**src/rtl/stw_bist_controller.sv**
```systemverilog
// STW self-test sequencer: applies a fixed multiply-add vector table to the
// systolic array and folds per-PE mismatches into a sticky fault map.
module stw_bist_controller #(
    parameter int ROWS        = 4,
    parameter int COLS        = 4,
    parameter int WORD_SIZE   = 16,
    parameter int NUM_VECTORS = 4,
    parameter int TIMEOUT     = 64
) (
    input  logic                   clk,
    input  logic                   rst,
    input  logic                   bist_start,
    output logic                   bist_busy,
    output logic                   bist_done,
    output logic                   bist_pass,
    output logic                   bist_timeout,
    output logic [ROWS*COLS-1:0]   fault_map,
    output logic [WORD_SIZE-1:0]   stw_mult_op1,
    output logic [WORD_SIZE-1:0]   stw_mult_op2,
    output logic [WORD_SIZE-1:0]   stw_add_op,
    output logic [WORD_SIZE-1:0]   stw_expected,
    output logic                   stw_test_load_en,
    output logic                   stw_start,
    input  logic                   stw_complete_in,
    input  logic [ROWS*COLS-1:0]   stw_result_mat_in
);

    localparam int W  = WORD_SIZE;
    localparam int N  = ROWS * COLS;
    localparam int CW = $clog2(TIMEOUT + 1);
    localparam logic [1:0] LAST = 2'(NUM_VECTORS - 1);

    typedef enum logic [2:0] {
        S_IDLE, S_LOAD, S_START, S_WAIT, S_CAPTURE, S_DONE
    } state_t;

    state_t          state_q;
    logic [1:0]      vec_idx_q;
    logic [CW-1:0]   cnt_q;
    logic [1:0]      nidx;
    logic [W-1:0]    alt;
    logic [W-1:0]    op1_d, op2_d, add_d, exp_d;
    logic [N-1:0]    fault_q;
    logic            busy_q, done_q, pass_q, tout_q, load_q, start_q;
    logic [W-1:0]    op1_q, op2_q, add_q, exp_q;

    // Operands of the vector that the next LOAD will apply.
    always_comb begin
        alt = '0;
        for (int i = 0; i < W; i++) alt[i] = (i % 2 == 0);
        nidx  = (state_q == S_IDLE) ? 2'd0 : vec_idx_q + 2'd1;
        op1_d = '0;
        op2_d = '0;
        add_d = '0;
        case (nidx)
            2'd0: begin op1_d = W'(3); op2_d = W'(5); add_d = W'(7); end
            2'd1: begin op1_d = '1;    op2_d = W'(1); add_d = W'(1); end
            2'd2: begin op1_d = alt;   op2_d = W'(2); add_d = '0;    end
            default: ;
        endcase
        exp_d = op1_d * op2_d + add_d;
    end

    always_ff @(posedge clk or negedge rst) begin
        if (!rst) begin
            state_q   <= S_IDLE;
            vec_idx_q <= '0;
            cnt_q     <= '0;
            fault_q   <= '0;
            busy_q    <= 1'b0;
            done_q    <= 1'b0;
            pass_q    <= 1'b0;
            tout_q    <= 1'b0;
            load_q    <= 1'b0;
            start_q   <= 1'b0;
            op1_q     <= '0;
            op2_q     <= '0;
            add_q     <= '0;
            exp_q     <= '0;
        end else begin
            load_q  <= 1'b0;
            start_q <= 1'b0;
            done_q  <= 1'b0;
            case (state_q)
                S_IDLE: if (bist_start) begin
                    state_q   <= S_LOAD;
                    busy_q    <= 1'b1;
                    load_q    <= 1'b1;
                    fault_q   <= '0;
                    pass_q    <= 1'b0;
                    tout_q    <= 1'b0;
                    vec_idx_q <= '0;
                    op1_q     <= op1_d;
                    op2_q     <= op2_d;
                    add_q     <= add_d;
                    exp_q     <= exp_d;
                end
                S_LOAD: begin
                    state_q <= S_START;
                    start_q <= 1'b1;
                end
                S_START: begin
                    state_q <= S_WAIT;
                    cnt_q   <= '0;
                end
                S_WAIT: begin
                    cnt_q <= cnt_q + CW'(1);
                    // cnt_q == 0 is the guard cycle: complete is stale there.
                    if (cnt_q != '0 && stw_complete_in) begin
                        state_q <= S_CAPTURE;
                    end else if (cnt_q == CW'(TIMEOUT)) begin
                        state_q <= S_DONE;
                        done_q  <= 1'b1;
                        tout_q  <= 1'b1;
                        pass_q  <= 1'b0;
                        fault_q <= '1;
                    end
                end
                S_CAPTURE: begin
                    fault_q <= fault_q | stw_result_mat_in;
                    if (vec_idx_q == LAST) begin
                        state_q <= S_DONE;
                        done_q  <= 1'b1;
                        pass_q  <= ~|(fault_q | stw_result_mat_in);
                    end else begin
                        state_q   <= S_LOAD;
                        load_q    <= 1'b1;
                        vec_idx_q <= vec_idx_q + 2'd1;
                        op1_q     <= op1_d;
                        op2_q     <= op2_d;
                        add_q     <= add_d;
                        exp_q     <= exp_d;
                    end
                end
                S_DONE: begin
                    state_q <= S_IDLE;
                    busy_q  <= 1'b0;
                end
                default: state_q <= S_IDLE;
            endcase
        end
    end

    assign bist_busy        = busy_q;
    assign bist_done        = done_q;
    assign bist_pass        = pass_q;
    assign bist_timeout     = tout_q;
    assign fault_map        = fault_q;
    assign stw_mult_op1     = op1_q;
    assign stw_mult_op2     = op2_q;
    assign stw_add_op       = add_q;
    assign stw_expected     = exp_q;
    assign stw_test_load_en = load_q;
    assign stw_start        = start_q;

endmodule

```
**config.mk**
```make
export PLATFORM = sky130hd
export DESIGN_NAME = stw_bist_controller
export DESIGN_NICKNAME = d
export VERILOG_FILES = /design/src/rtl/stw_bist_controller.sv
export SDC_FILE = /design/constraint.sdc
export NUM_CORES = 1
export LEC_CHECK = 0
export ABC_AREA = 1
export ABC_CLOCK_PERIOD_IN_PS = 3700
export BUFFER_PORTS_ARGS = -buffer_cell sky130_fd_sc_hd__buf_4
export CAP_MARGIN = 30
export CORE_UTILIZATION = 53
export DETAILED_ROUTE_END_ITERATION = 12
export PLACE_DENSITY = 0.91
export SLEW_MARGIN = 15
export SYNTH_ARGS = -nofsm -noshare
export SYNTH_HDL_FRONTEND = slang
export SYNTH_SLANG_ARGS = --single-unit
```
**constraint.sdc**
```tcl
create_clock -name clk -period 3.7 [get_ports clk]
set_input_delay 1.11 -clock clk [delete_from_list [all_inputs] [get_ports clk]]
set_output_delay 1.11 -clock clk [all_outputs]
set_load 0.02 [all_outputs]
```
## Word level (Yosys, flattened, before mapping)

Index checks and enable logic that the tools add are counted.

| operators by class | value |
|---|---|
| $add $sub $neg | 3 |
| $mul | 1 |
| eq/ne operators | 15 |
| muxes and demuxes | 47 |
| bitwise operators | 1 |
| reductions and logical operators | 17 |

Operators by type and width:

| operator | count |
|---|---|
| $mux 16 | 11 |
| $pmux 16 s2 | 4 |
| $pmux 16 s3 | 2 |
| $add 16x16->16 | 1 |
| $mul 16x16->16 | 1 |
| $or 16x16->16 | 1 |
| $reduce_or 16->1 | 1 |
| $pmux 3 s5 | 1 |
| $pmux 7 s2 | 1 |
| $mux 1 | 13 |
| $mux 3 | 4 |
| $ne 2x2->1 const B | 5 |
| $pmux 3 s3 | 1 |
| $pmux 1 s2 | 4 |
| $reduce_and 4->1 | 2 |
| $reduce_bool 2->1 | 4 |
| $add 7x1->7 const B | 1 |
| $eq 7x7->1 const B | 1 |
| $reduce_bool 7->1 | 1 |
| $eq 3x2->1 const B | 2 |
| $eq 3x3->1 const B | 2 |
| $mux 2 | 3 |
| $pmux 3 s2 | 1 |
| $reduce_and 5->1 | 1 |
| 14 further kinds | 16 |

| storage, ports and cells | value |
|---|---|
| bits in registers | 98 |
| word-level logic and storage cells | 98 |

## Depth between registers and ports, before layout

Gate-level depths: netlist (run 1).

| depth | value |
|---|---|
| depth after elaboration | 8 |
| mapped depth | 10 |
| depth with buffers taken out | 10 |

## Worst setup path before layout (run 1)

Ideal clock, no wire load.

| path | value |
|---|---|
| kind | input -> register |
| start | in bist_start |
| end | reg fault_q[2] (netlist: fault_map[2]) |
| library setup time | 0.117 ns |
| data arrival time | 1.740 ns |
| setup slack | 1.843 ns |
| stages | 8 |
| cell sequence | inv_1 -> nand3_1 -> nand2_1 -> inv_2 -> nand3_4 -> buf_6 -> nand2_2 -> o21ai_2 |

| on the way | value |
|---|---|
| word-level cells in the longest chain between the ends | 2 |

RTL lines:

| item | line | text |
|---|---|---|
| from (decl) | 12 | `input logic bist_start,` |
| $ne 2x2->1 (no source line) | -- |  |
| $reduce_and 4->1 (no source line) | -- |  |
| to (signal assigned) | 120 | `fault_q <= fault_q \| stw_result_mat_in;` |
| to (decl) | 43 | `logic [N-1:0] fault_q;` |

No other way between the ends.
A chain may end at the register's enable or synchronous reset.

==> impl_metrics.yaml, run 1 <==
synthesis:
  synth.cell_area_mm2: 0.002763
  synth-seq-cells: 43
  synth-warning-count: 0
  ys_types: 30
  synthCells: 337
  postSynthAreaPerCell_um2: 8.198
  synth-seq-area-share_pct: 38.95
critical_path:
  cp-start-kind: "flip-flop"
  max_stage_delay_ns: 0.49
  critical_path_arrival_ns: 0.97
  cp-end-kind: "primary output"
  timing.critical_path.fanout_max: 9
  timing_worst_setup_path_type: "reg2out"
  cp_num_buf_inv: 1
  crit_family: "flip-flops"
  crit_path_cell_chain: "buf_4"
  crit_path_top_delay_cell: "sky130_fd_sc_hd__dfrtp_1"
  worstPathRequired_ns: 2.59
die:
  initial_core_util_pct: 56.62
  ios: 106
  dieArea_mm2: 0.005505
  floorplan.die.height_um: 74.20
  core_area_mm2: 0.004880
  die_width_um: 74.20
  placement_rows: 25
detailed_routing:
  vias: 2113
  detail_route.drc_violations: 0
  detail_route.wirelength_mm: 5.250
  drt.antenna.violating_nets: 0
  wire_per_inst_um: 11.56
  first_iter_violations: 190
  drtPass1Iterations: 4
  vias_per_cell: 4.654
sta:
  post-route-min-period_ns: 2.083
  final_min_period_over_clock_period_pct: 56.29
  slew_headroom_pct: 63.33
  tightestPinTransition_ns: 0.5480
  clock_skew_ns: 0.004919
  number_of_failing_hold_endpoints_at_the_final_stage: 0
  unrepaired_setup_endpoints_after_global_routing: "no"
  fin_hold_ws_ns: 0.4851
  max_clock_freq_mhz: 480.1
  slew_violations: 0
  setup_total_negative_slack_ns: 0
  setup_viol_count_final: 0
final_layout:
  area_growth_syn_to_layout_pct: 13.81
  layout.filler_cells: 440
  mostFrequentLayoutCells: "74 x sky130_fd_sc_hd__buf_4, 59 x sky130_fd_sc_hd__nand2_1, 43 x sky130_fd_sc_hd__dfrtp_1"
  post_route_cells_drive_above_1_share_pct: 33.33
  most_common_library_cell_in_the_layout_ignoring_fill_and_taps: "sky130_fd_sc_hd__buf_4"
  multi_input_gate_area_in_the_final_layout_mm2: 0.001164
  diodes_inserted: 0
  net_count_reported_at_finish: 414
  regArea_mm2: 0.001076
global_routing:
  grt_use_total_pct: 20.54
  first_global_vias: 1971
  antenna_found_initial: 0
  grt_max_degree: 44
  grt_overflow_total: 0
  grt_first_pass_wirelength_mm: 8.631
power_and_ir_drop:
  p_clk_share_pct: 11.8
  p_int_uw: 1394
  combinational_fraction_of_design_power_pct: 58.9
  cellLeakagePower_uw: 0.001679
  vdd.ir_drop.worst_mv: 0.3707
  netsw_uw: 1345
  switching_share_pct: 49.10
  power-per-cell-area_mw_per_mm2: 871.1
  power.sequential.fraction_pct: 29.2
status:
  run_status: "complete, no violations"
clock_tree:
  cts.sinks: 43
  postCtsResizedCells: 0
  clk_transition_reported_paths_ns: 0.07
  clk-insertion-delay-late_ns: 0.29
  post_cts_hold_fix_bufs: 0
  cts_buffers: 5
  clock_path_buffers: 2
  number_of_setup_buffers_added_after_cts: 0
  cts_h_tree_depth: 2
  cts_tree: "done"
  clockRootBuffer: "sky130_fd_sc_hd__clkbuf_8"
placed_design:
  routabilityCongestion: 0.8351
  hpwlAfterDp_mm: 3.850
  io_buffer_count: 74
worst_hold_path:
  timing.hold.worst.class: "reg2reg"
flow_run:
  max-cap-violations: 0
==> per-stage QoR <==
| stage | util, % | std cells | setup WS (ns) | cell area (um2) | power (uW) |
|---|---|---|---|---|---|
| finish | 64.44 | 454 | 1.617 | 3144 | 2739 |
| global route | 64.44 | 454 | 1.463 | 3144 | 2964 |
| CTS | 64.44 | 454 | 1.601 | 3144 | 2756 |
| detailed placement | 62.38 | 446 | 1.346 | 3044 | 2427 |
| global placement | 62.38 | 446 | 1.386 | 3044 | 2358 |
| floorplan | - | 367 | 1.843 | 2875 | 2117 |
==> flip-flops by register name, indices dropped and copies added (netlist names) <==
name,count
bist_done,1
bist_pass,1
stw_mult_op1,4
state_q,3
cnt_q,7
bist_timeout,1
stw_expected,4
stw_start,1
vec_idx_q,2
stw_test_load_en,1
fault_map,16
stw_add_op,1
bist_busy,1
==> cell usage after synthesis <==
library cell               count  area, um2
sky130_fd_sc_hd__nor2_1       29      108.9
sky130_fd_sc_hd__nand4_1       1      6.260
sky130_fd_sc_hd__a21boi_0      1      7.510
sky130_fd_sc_hd__nand2_4       1      11.26
sky130_fd_sc_hd__nor2_2        1      6.260
sky130_fd_sc_hd__nand2_2      16      100.1
sky130_fd_sc_hd__o32ai_1       1      8.760
sky130_fd_sc_hd__buf_4        55      412.9
sky130_fd_sc_hd__inv_1        38      142.6
sky130_fd_sc_hd__o21ai_1       3      15.01
sky130_fd_sc_hd__buf_6         4      45.04
sky130_fd_sc_hd__nand2_1      59      221.5
sky130_fd_sc_hd__buf_2         1      5.000
sky130_fd_sc_hd__nand3_1       8      40.04
sky130_fd_sc_hd__ha_1          8      100.1
sky130_fd_sc_hd__dfrtp_1      43       1076
sky130_fd_sc_hd__nor2_4        2      22.52
sky130_fd_sc_hd__a21oi_1       4      20.02
sky130_fd_sc_hd__inv_2         6      22.52
sky130_fd_sc_hd__nand3_4       2      35.03
sky130_fd_sc_hd__o21bai_1      1      7.510
sky130_fd_sc_hd__nor3_1        4      20.02
sky130_fd_sc_hd__xor2_1        1      8.760
sky130_fd_sc_hd__conb_1        1      3.750
sky130_fd_sc_hd__o22ai_1       3      18.77
sky130_fd_sc_hd__nand3_2       1      10.01
sky130_fd_sc_hd__o21ai_2      19      166.4
sky130_fd_sc_hd__o21ai_0      21      105.1
sky130_fd_sc_hd__clkbuf_1      2      7.510
sky130_fd_sc_hd__a21boi_1      1      7.510
==> cell type report <==
| class | instances | area share, % |
|---|---|---|
| Timing Repair Buffer | 74 | 17.67 |
| Sequential cell | 43 | 34.22 |
| Multi-Input combinational cell | 218 | 37.01 |
| Clock buffer | 8 | 3.183 |
| Inverter | 44 | 5.253 |
| Tap cell | 67 | 2.666 |
==> power by group through the flow <==
stage          registers, uW  clock network [uW]  logic [uW]
2_1_floorplan            933                   0        1180
3_3_place_gp             799                   0        1560
3_5_place_dp             809                   0        1620
4_1_cts                  803                 329        1620
5_1_grt                  830                 347        1790
6_report                 800                 324        1610
==> routing by layer <==
layer / vias to the layer above / global-route usage, % / share of wire, % / wire [um]
met5: - / 0 / 0 / 0
met4: 0 / 6.197 / 1.3 / 66
met3: 8 / 5.149 / 7.6 / 397
met2: 90 / 34.65 / 48 / 2499
met1: 961 / 26.02 / 44 / 2287
li1: 1054 / - / - / -
==> logic make-up after synthesis <==
logic type	Yosys count	share of synthesized area (%)
XOR/XNOR	1	0.3171
buffers and inverters	106	23.01
flip-flops	43	38.95
AO/OA/AOI/OAI	54	12.91
other	1	0.1357
AND/OR/NAND/NOR	124	21.06
adder cells (fa/ha/maj)	8	3.623
==> final timing paths <==
check                                      start               end  slack, ns  cells after the start
worst max-delay path            stw_expected[13]  stw_expected[15]       1.62                      1
worst min-delay path               stw_add_op[0]     stw_add_op[0]       0.49                      2
worst max register to register          cnt_q[0]         bist_pass       1.73                     10
worst min register to register     stw_add_op[0]     stw_add_op[0]       0.49                      2
max in group asynchronous                    rst      vec_idx_q[0]       2.53                      1
min in group asynchronous                    rst     fault_map[13]       0.81                      1
(Power assumes the default switching activity.)
==> run 2, diff against run 1 <==
--- a/config.mk
+++ b/config.mk
@@ -6,12 +6,12 @@
 export NUM_CORES = 1
 export LEC_CHECK = 0
 export ABC_AREA = 1
-export ABC_CLOCK_PERIOD_IN_PS = 3700
+export ABC_CLOCK_PERIOD_IN_PS = 2150
 export BUFFER_PORTS_ARGS = -buffer_cell sky130_fd_sc_hd__buf_4
 export CAP_MARGIN = 30
-export CORE_UTILIZATION = 53
+export CORE_UTILIZATION = 49
 export DETAILED_ROUTE_END_ITERATION = 12
-export PLACE_DENSITY = 0.91
+export PLACE_DENSITY = 0.85
 export SLEW_MARGIN = 15
 export SYNTH_ARGS = -nofsm -noshare
 export SYNTH_HDL_FRONTEND = slang
==> constraint.sdc (replaced) <==
create_clock -name clk -period 2.15 [get_ports clk]
set_input_delay 0.645 -clock clk [delete_from_list [all_inputs] [get_ports clk]]
set_output_delay 0.645 -clock clk [all_outputs]
set_load 0.02 [all_outputs]
==> run 2 against run 1 <==
Effect of this change:
- global-route usage down 2.6 points
- hold slack worse by 0.16 ns
- die area up 7.9%
- sequential power up 72%
- first-iteration DRC count down 49%
- total power up 78%
- non-clock buffer count up 2
- sequential share of layout area down 0.47 points
- critical endpoint is now stw_expected[0]
- clock skew up 0.0024 ns
- highest routed layer unchanged
==> impl_metrics.yaml, run 2 (synthesized netlist as in run 1, its figures left out) <==
clock_tree:
  clk_transition_reported_paths_ns: 0.09
  number_of_setup_buffers_added_after_cts: 0
  cts_h_tree_depth: 2
  post_cts_hold_fix_bufs: 0
  cts_buffers: 5
  clk-insertion-delay-late_ns: 0.30
  cts_tree: "done"
  postCtsResizedCells: 0
  cts.sinks: 43
  clockRootBuffer: "sky130_fd_sc_hd__clkbuf_8"
  clock_path_buffers: 2
final_layout:
  largest_register_ffs: 16
  net_count_reported_at_finish: 416
  mostFrequentLayoutCells: "75 x sky130_fd_sc_hd__buf_4, 59 x sky130_fd_sc_hd__nand2_1, 43 x sky130_fd_sc_hd__dfrtp_1"
  most_common_library_cell_in_the_layout_ignoring_fill_and_taps: "sky130_fd_sc_hd__buf_4"
  diodes_inserted: 0
  post_route_cells_drive_above_1_share_pct: 33.93
  layout.filler_cells: 469
  area_growth_syn_to_layout_pct: 15.40
die:
  placement_rows: 26
  ios: 106
  core_area_mm2: 0.005270
  initial_core_util_pct: 52.42
  floorplan.die.height_um: 77.09
  dieArea_mm2: 0.005942
  die_width_um: 77.09
critical_path:
  reg2reg_depth: 8
  worstPathRequired_ns: 2.34
  timing.critical_path.fanout_max: 6
  critical_path_arrival_ns: 2.04
  timing_worst_setup_path_type: "reg2reg"
  cp-start-kind: "flip-flop"
  cp-end-kind: "flip-flop"
  setup.reg_to_reg.worst_slack_ns: 0.30
  worstReg2RegStart: "state_q[1]"
  startpoint: "state_q[1]"
  critical_path.reg2reg.endpoint: "stw_expected[0]"
detailed_routing:
  first_iter_violations: 97
  drt.antenna.violating_nets: 0
  wire_per_inst_um: 11.22
  detail_route.drc_violations: 0
  detail_route.wirelength_mm: 5.148
  drtPass1Iterations: 4
  vias_per_cell: 4.564
  vias: 2095
flow_run:
  max-cap-violations: 0
power_and_ir_drop:
  vdd.ir_drop.worst_mv: 0.6956
  report.power.total_uw: 4863
  cellLeakagePower_uw: 0.001700
  power-per-cell-area_mw_per_mm2: 1525
sta:
  clock_skew_ns: 0.007276
  slew_violations: 0
  final_min_period_over_clock_period_pct: 85.96
  setup_total_negative_slack_ns: 0
  post-route-min-period_ns: 1.848
  number_of_failing_hold_endpoints_at_the_final_stage: 0
  tightestPinTransition_ns: 0.5248
  max_clock_freq_mhz: 541.1
  setup_viol_count_final: 0
  slew_headroom_pct: 65.01
  unrepaired_setup_endpoints_after_global_routing: "no"
global_routing:
  grt_use_total_pct: 17.93
  grt_first_pass_wirelength_mm: 8.473
  grt_max_degree: 44
  antenna_found_initial: 0
  first_global_vias: 1883
  grt_overflow_total: 0
worst_hold_path:
  timing.hold.worst.class: "in2async"
placed_design:
  io_buffer_count: 74
  routabilityCongestion: 0.8303
  hpwlAfterDp_mm: 3.945
status:
  run_status: "complete, no violations"
## run 2: how the worst max path moves through the flow
stage / cells past startpoint / slack, ns / to
finish: 8 / 0.30 / stw_expected[0]
global route: 8 / 0.10 / stw_expected[0]
CTS: 8 / 0.29 / stw_expected[0]
detailed placement: 10 / 0.30 / fault_map[10]
global placement: 8 / 0.38 / stw_expected[0]
floorplan: 8 / 0.52 / stw_expected[0]
## run 2: metrics by stage
step                utilization [%]  worst slack [ns]  std cells  cell area (um2)  hold slack [ns]
floorplan                         -            0.5231        367             2875           0.3494
global placement              58.36            0.3782        451             3075           0.4547
detailed placement            58.36            0.3042        451             3075           0.4619
CTS                           60.49            0.2923        459             3188           0.3407
global route                  60.49            0.1007        459             3188           0.3590
finish                        60.49            0.3019        459             3188           0.3225
## run 2: routing by layer
layer	GRT usage (%)	share of wire, %	vias to the layer above
li1	-	-	1062
met3	4.048	6.1	11
met5	0	0	-
met4	6.604	2.1	0
met1	21.97	43	939
met2	30.71	48	83
## run 2: area by class of cell
| cell class | instances | area, um2 | share of cell area, % |
|---|---|---|---|
| well taps | 70 | 87.58 | 2.747 |
| clock buffers | 5 | 68.82 | 2.159 |
| clock inverters | 3 | 43.79 | 1.374 |
| repair buffers | 76 | 583.1 | 18.29 |
| inverters | 44 | 165.2 | 5.181 |
| flip-flops and latches | 43 | 1076 | 33.75 |
| multi-input cells | 218 | 1164 | 36.50 |
## run 2: worst max-delay path: stages (launching register included)
cell,delay [ns]
sky130_fd_sc_hd__dfrtp_1,0.53
sky130_fd_sc_hd__nor2_4,0.08
sky130_fd_sc_hd__inv_2,0.10
sky130_fd_sc_hd__nor2_4,0.05
sky130_fd_sc_hd__nor2_1,0.31
sky130_fd_sc_hd__inv_1,0.17
sky130_fd_sc_hd__ha_1,0.26
sky130_fd_sc_hd__o21ai_1,0.17
sky130_fd_sc_hd__a21boi_1,0.08
## run 2: report_power, final
group	total [uW]	internal (uW)	switching, uW	leakage [uW]
clock	635	346	289	0.0000581
combinational	2850	1080	1770	0.00108
sequential	1380	1090	287	0.000557
==> run 3, diff against run 2 <==
--- a/config.mk
+++ b/config.mk
@@ -9,6 +9,7 @@
 export ABC_CLOCK_PERIOD_IN_PS = 2150
 export BUFFER_PORTS_ARGS = -buffer_cell sky130_fd_sc_hd__buf_4
 export CAP_MARGIN = 30
+export CORE_MARGIN = 5
 export CORE_UTILIZATION = 49
 export DETAILED_ROUTE_END_ITERATION = 12
 export PLACE_DENSITY = 0.85
==> run 3 against run 2 <==
Effect of this change:
- maximum frequency decreased by 2.4%
- wire length rose by 4.3%
- largest cell class unchanged
- first-iteration DRC count decreased by 13%
- design area is 0.31% lower
- largest power group unchanged
- sequential share of layout area rose by 0.11 points
- final cell count grew 0.44%
- critical path depth rose by 2
- critical path type unchanged
==> impl_metrics.yaml, run 3 (synthesized netlist as in run 1, its figures left out) <==
placed_design:
  routabilityCongestion: 0.8907
  hpwlAfterDp_mm: 4.159
  placed_cells_incl_taps: 453
  pre_cts_ws_ns: 0.2714
  io_buffer_count: 74
clock_tree:
  clk_transition_reported_paths_ns: 0.08
  cts_tree: "done"
  cts_h_tree_depth: 2
  number_of_setup_buffers_added_after_cts: 0
  cts.sinks: 43
  clock_path_buffers: 2
  postCtsResizedCells: 0
  post_cts_hold_fix_bufs: 0
  clockRootBuffer: "sky130_fd_sc_hd__clkbuf_8"
  cts_buffers: 5
  clk-insertion-delay-late_ns: 0.29
global_routing:
  grt_max_degree: 44
  grt_use_total_pct: 15.36
  grt_first_pass_wirelength_mm: 9.177
  antenna_found_initial: 0
  first_global_vias: 2058
  grt_overflow_total: 0
power_and_ir_drop:
  power.sequential.fraction_pct: 28.9
  switching_share_pct: 48.41
  combinational_fraction_of_design_power_pct: 59.4
  p_int_uw: 2466
  vdd.ir_drop.worst_mv: 0.7192
  power-per-cell-area_mw_per_mm2: 1504
  cellLeakagePower_uw: 0.001693
  netsw_uw: 2314
  p_clk_share_pct: 11.7
sta:
  max_clock_freq_mhz: 528.1
  slew_headroom_pct: 65.22
  number_of_failing_hold_endpoints_at_the_final_stage: 0
  slew_violations: 0
  post-route-min-period_ns: 1.893
  setup_total_negative_slack_ns: 0
  clock_skew_ns: 0.004900
  unrepaired_setup_endpoints_after_global_routing: "no"
  setup_viol_count_final: 0
  fin_ws_ns: 0.2565
  final_min_period_over_clock_period_pct: 88.07
  tightestPinTransition_ns: 0.5216
die:
  core_area_mm2: 0.005507
  placement_rows: 27
  dieArea_mm2: 0.007239
  die_width_um: 85.09
  ios: 106
  floorplan.die.height_um: 85.09
  initial_core_util_pct: 50.17
final_layout:
  largest_register_ffs: 16
  net_count_reported_at_finish: 416
  mostFrequentLayoutCells: "75 x sky130_fd_sc_hd__buf_4, 59 x sky130_fd_sc_hd__nand2_1, 43 x sky130_fd_sc_hd__dfrtp_1"
  final_core_utilization_pct: 57.71
  layout.filler_cells: 507
  most_common_library_cell_in_the_layout_ignoring_fill_and_taps: "sky130_fd_sc_hd__buf_4"
  area_growth_syn_to_layout_pct: 15.04
  diodes_inserted: 0
  post_route_cells_drive_above_1_share_pct: 33.68
  layoutNonFillerInstCount: 461
critical_path:
  critical_path_arrival_ns: 2.08
  timing_worst_setup_path_type: "reg2reg"
  cp-start-kind: "flip-flop"
  cp-end-kind: "flip-flop"
  worstPathRequired_ns: 2.33
  timing.critical_path.fanout_max: 18
detailed_routing:
  detail_route.wirelength_mm: 5.368
  drtPass1Iterations: 5
  vias: 2113
  drt.antenna.violating_nets: 0
  first_iter_violations: 84
  vias_per_cell: 4.584
  wire_per_inst_um: 11.64
  detail_route.drc_violations: 0
worst_hold_path:
  timing.hold.worst.class: "in2async"
status:
  run_status: "complete, no violations"
flow_run:
  max-cap-violations: 0
-- run 3: cell types whose count changed in the layout (fill, tap and decap cells not counted) --
cell and change:
sky130_fd_sc_hd__bufinv_16 -1, sky130_fd_sc_hd__clkbuf_8 +2, sky130_fd_sc_hd__clkbuf_1 +1, sky130_fd_sc_hd__clkinv_2 -1
sky130_fd_sc_hd__clkinv_4 -1
-- run 3: per-stage QoR --
| stage | total power [uW] | instance area, um2 | hold WS, ns |
|---|---|---|---|
| after floorplan | 3643 | 2875 | 0.3494 |
| after global placement | 4179 | 3078 | 0.4574 |
| after detailed placement | 4273 | 3078 | 0.4659 |
| after CTS | 4846 | 3178 | 0.3428 |
| after global routing | 5191 | 3178 | 0.3808 |
| final | 4780 | 3178 | 0.3272 |
-- run 3: layer usage --
layer	vias to the layer above	wire, um	global-route usage, %
met1	973	2263	19.61
met4	0	18	4.748
met5	-	0	0
met3	2	454	3.592
li1	1061	-	-
met2	77	2631	25.78
-- run 3: cell type report --
| type | count | area [um2] | area share, % |
|---|---|---|---|
| Clock buffer | 8 | 100.1 | 3.150 |
| Tap cell | 72 | 90.09 | 2.835 |
| Timing Repair Buffer | 76 | 583.1 | 18.35 |
| Sequential cell | 43 | 1076 | 33.86 |
| Multi-Input combinational cell | 218 | 1164 | 36.61 |
| Inverter | 44 | 165.2 | 5.197 |
-- run 3: worst max-delay path, stage by stage (launching register included) --
cell and delay (ns):
sky130_fd_sc_hd__dfrtp_1 0.41, sky130_fd_sc_hd__inv_1 0.10, sky130_fd_sc_hd__ha_1 0.15, sky130_fd_sc_hd__nand2_1 0.05, sky130_fd_sc_hd__nor2_1 0.15, sky130_fd_sc_hd__nand2_1 0.13, sky130_fd_sc_hd__nand2_1 0.14, sky130_fd_sc_hd__nand3_4 0.27
sky130_fd_sc_hd__buf_12 0.27, sky130_fd_sc_hd__nand2_2 0.06, sky130_fd_sc_hd__o21ai_2 0.05
-- run 3: final timing paths --
check,startpoint,to,slack (ns),cells past startpoint
worst max-delay path,cnt_q[0],fault_map[5],0.26,10
worst min-delay path,rst,cnt_q[1],0.33,1
worst max register to register,cnt_q[0],fault_map[5],0.26,10
worst min register to register,stw_mult_op1[0],stw_mult_op1[0],0.47,2
max in group asynchronous,rst,fault_map[3],1.47,1
min in group clk,stw_mult_op1[0],stw_mult_op1[0],0.47,2
-- run 3: power by group through the flow --
stage | sequential [uW] | clock (uW) | combinational, uW
3_3_place_gp | 1380 | 0 | 2800
2_1_floorplan | 1610 | 0 | 2040
6_report | 1380 | 559 | 2840
5_1_grt | 1430 | 616 | 3150
4_1_cts | 1380 | 577 | 2890
3_5_place_dp | 1390 | 0 | 2880
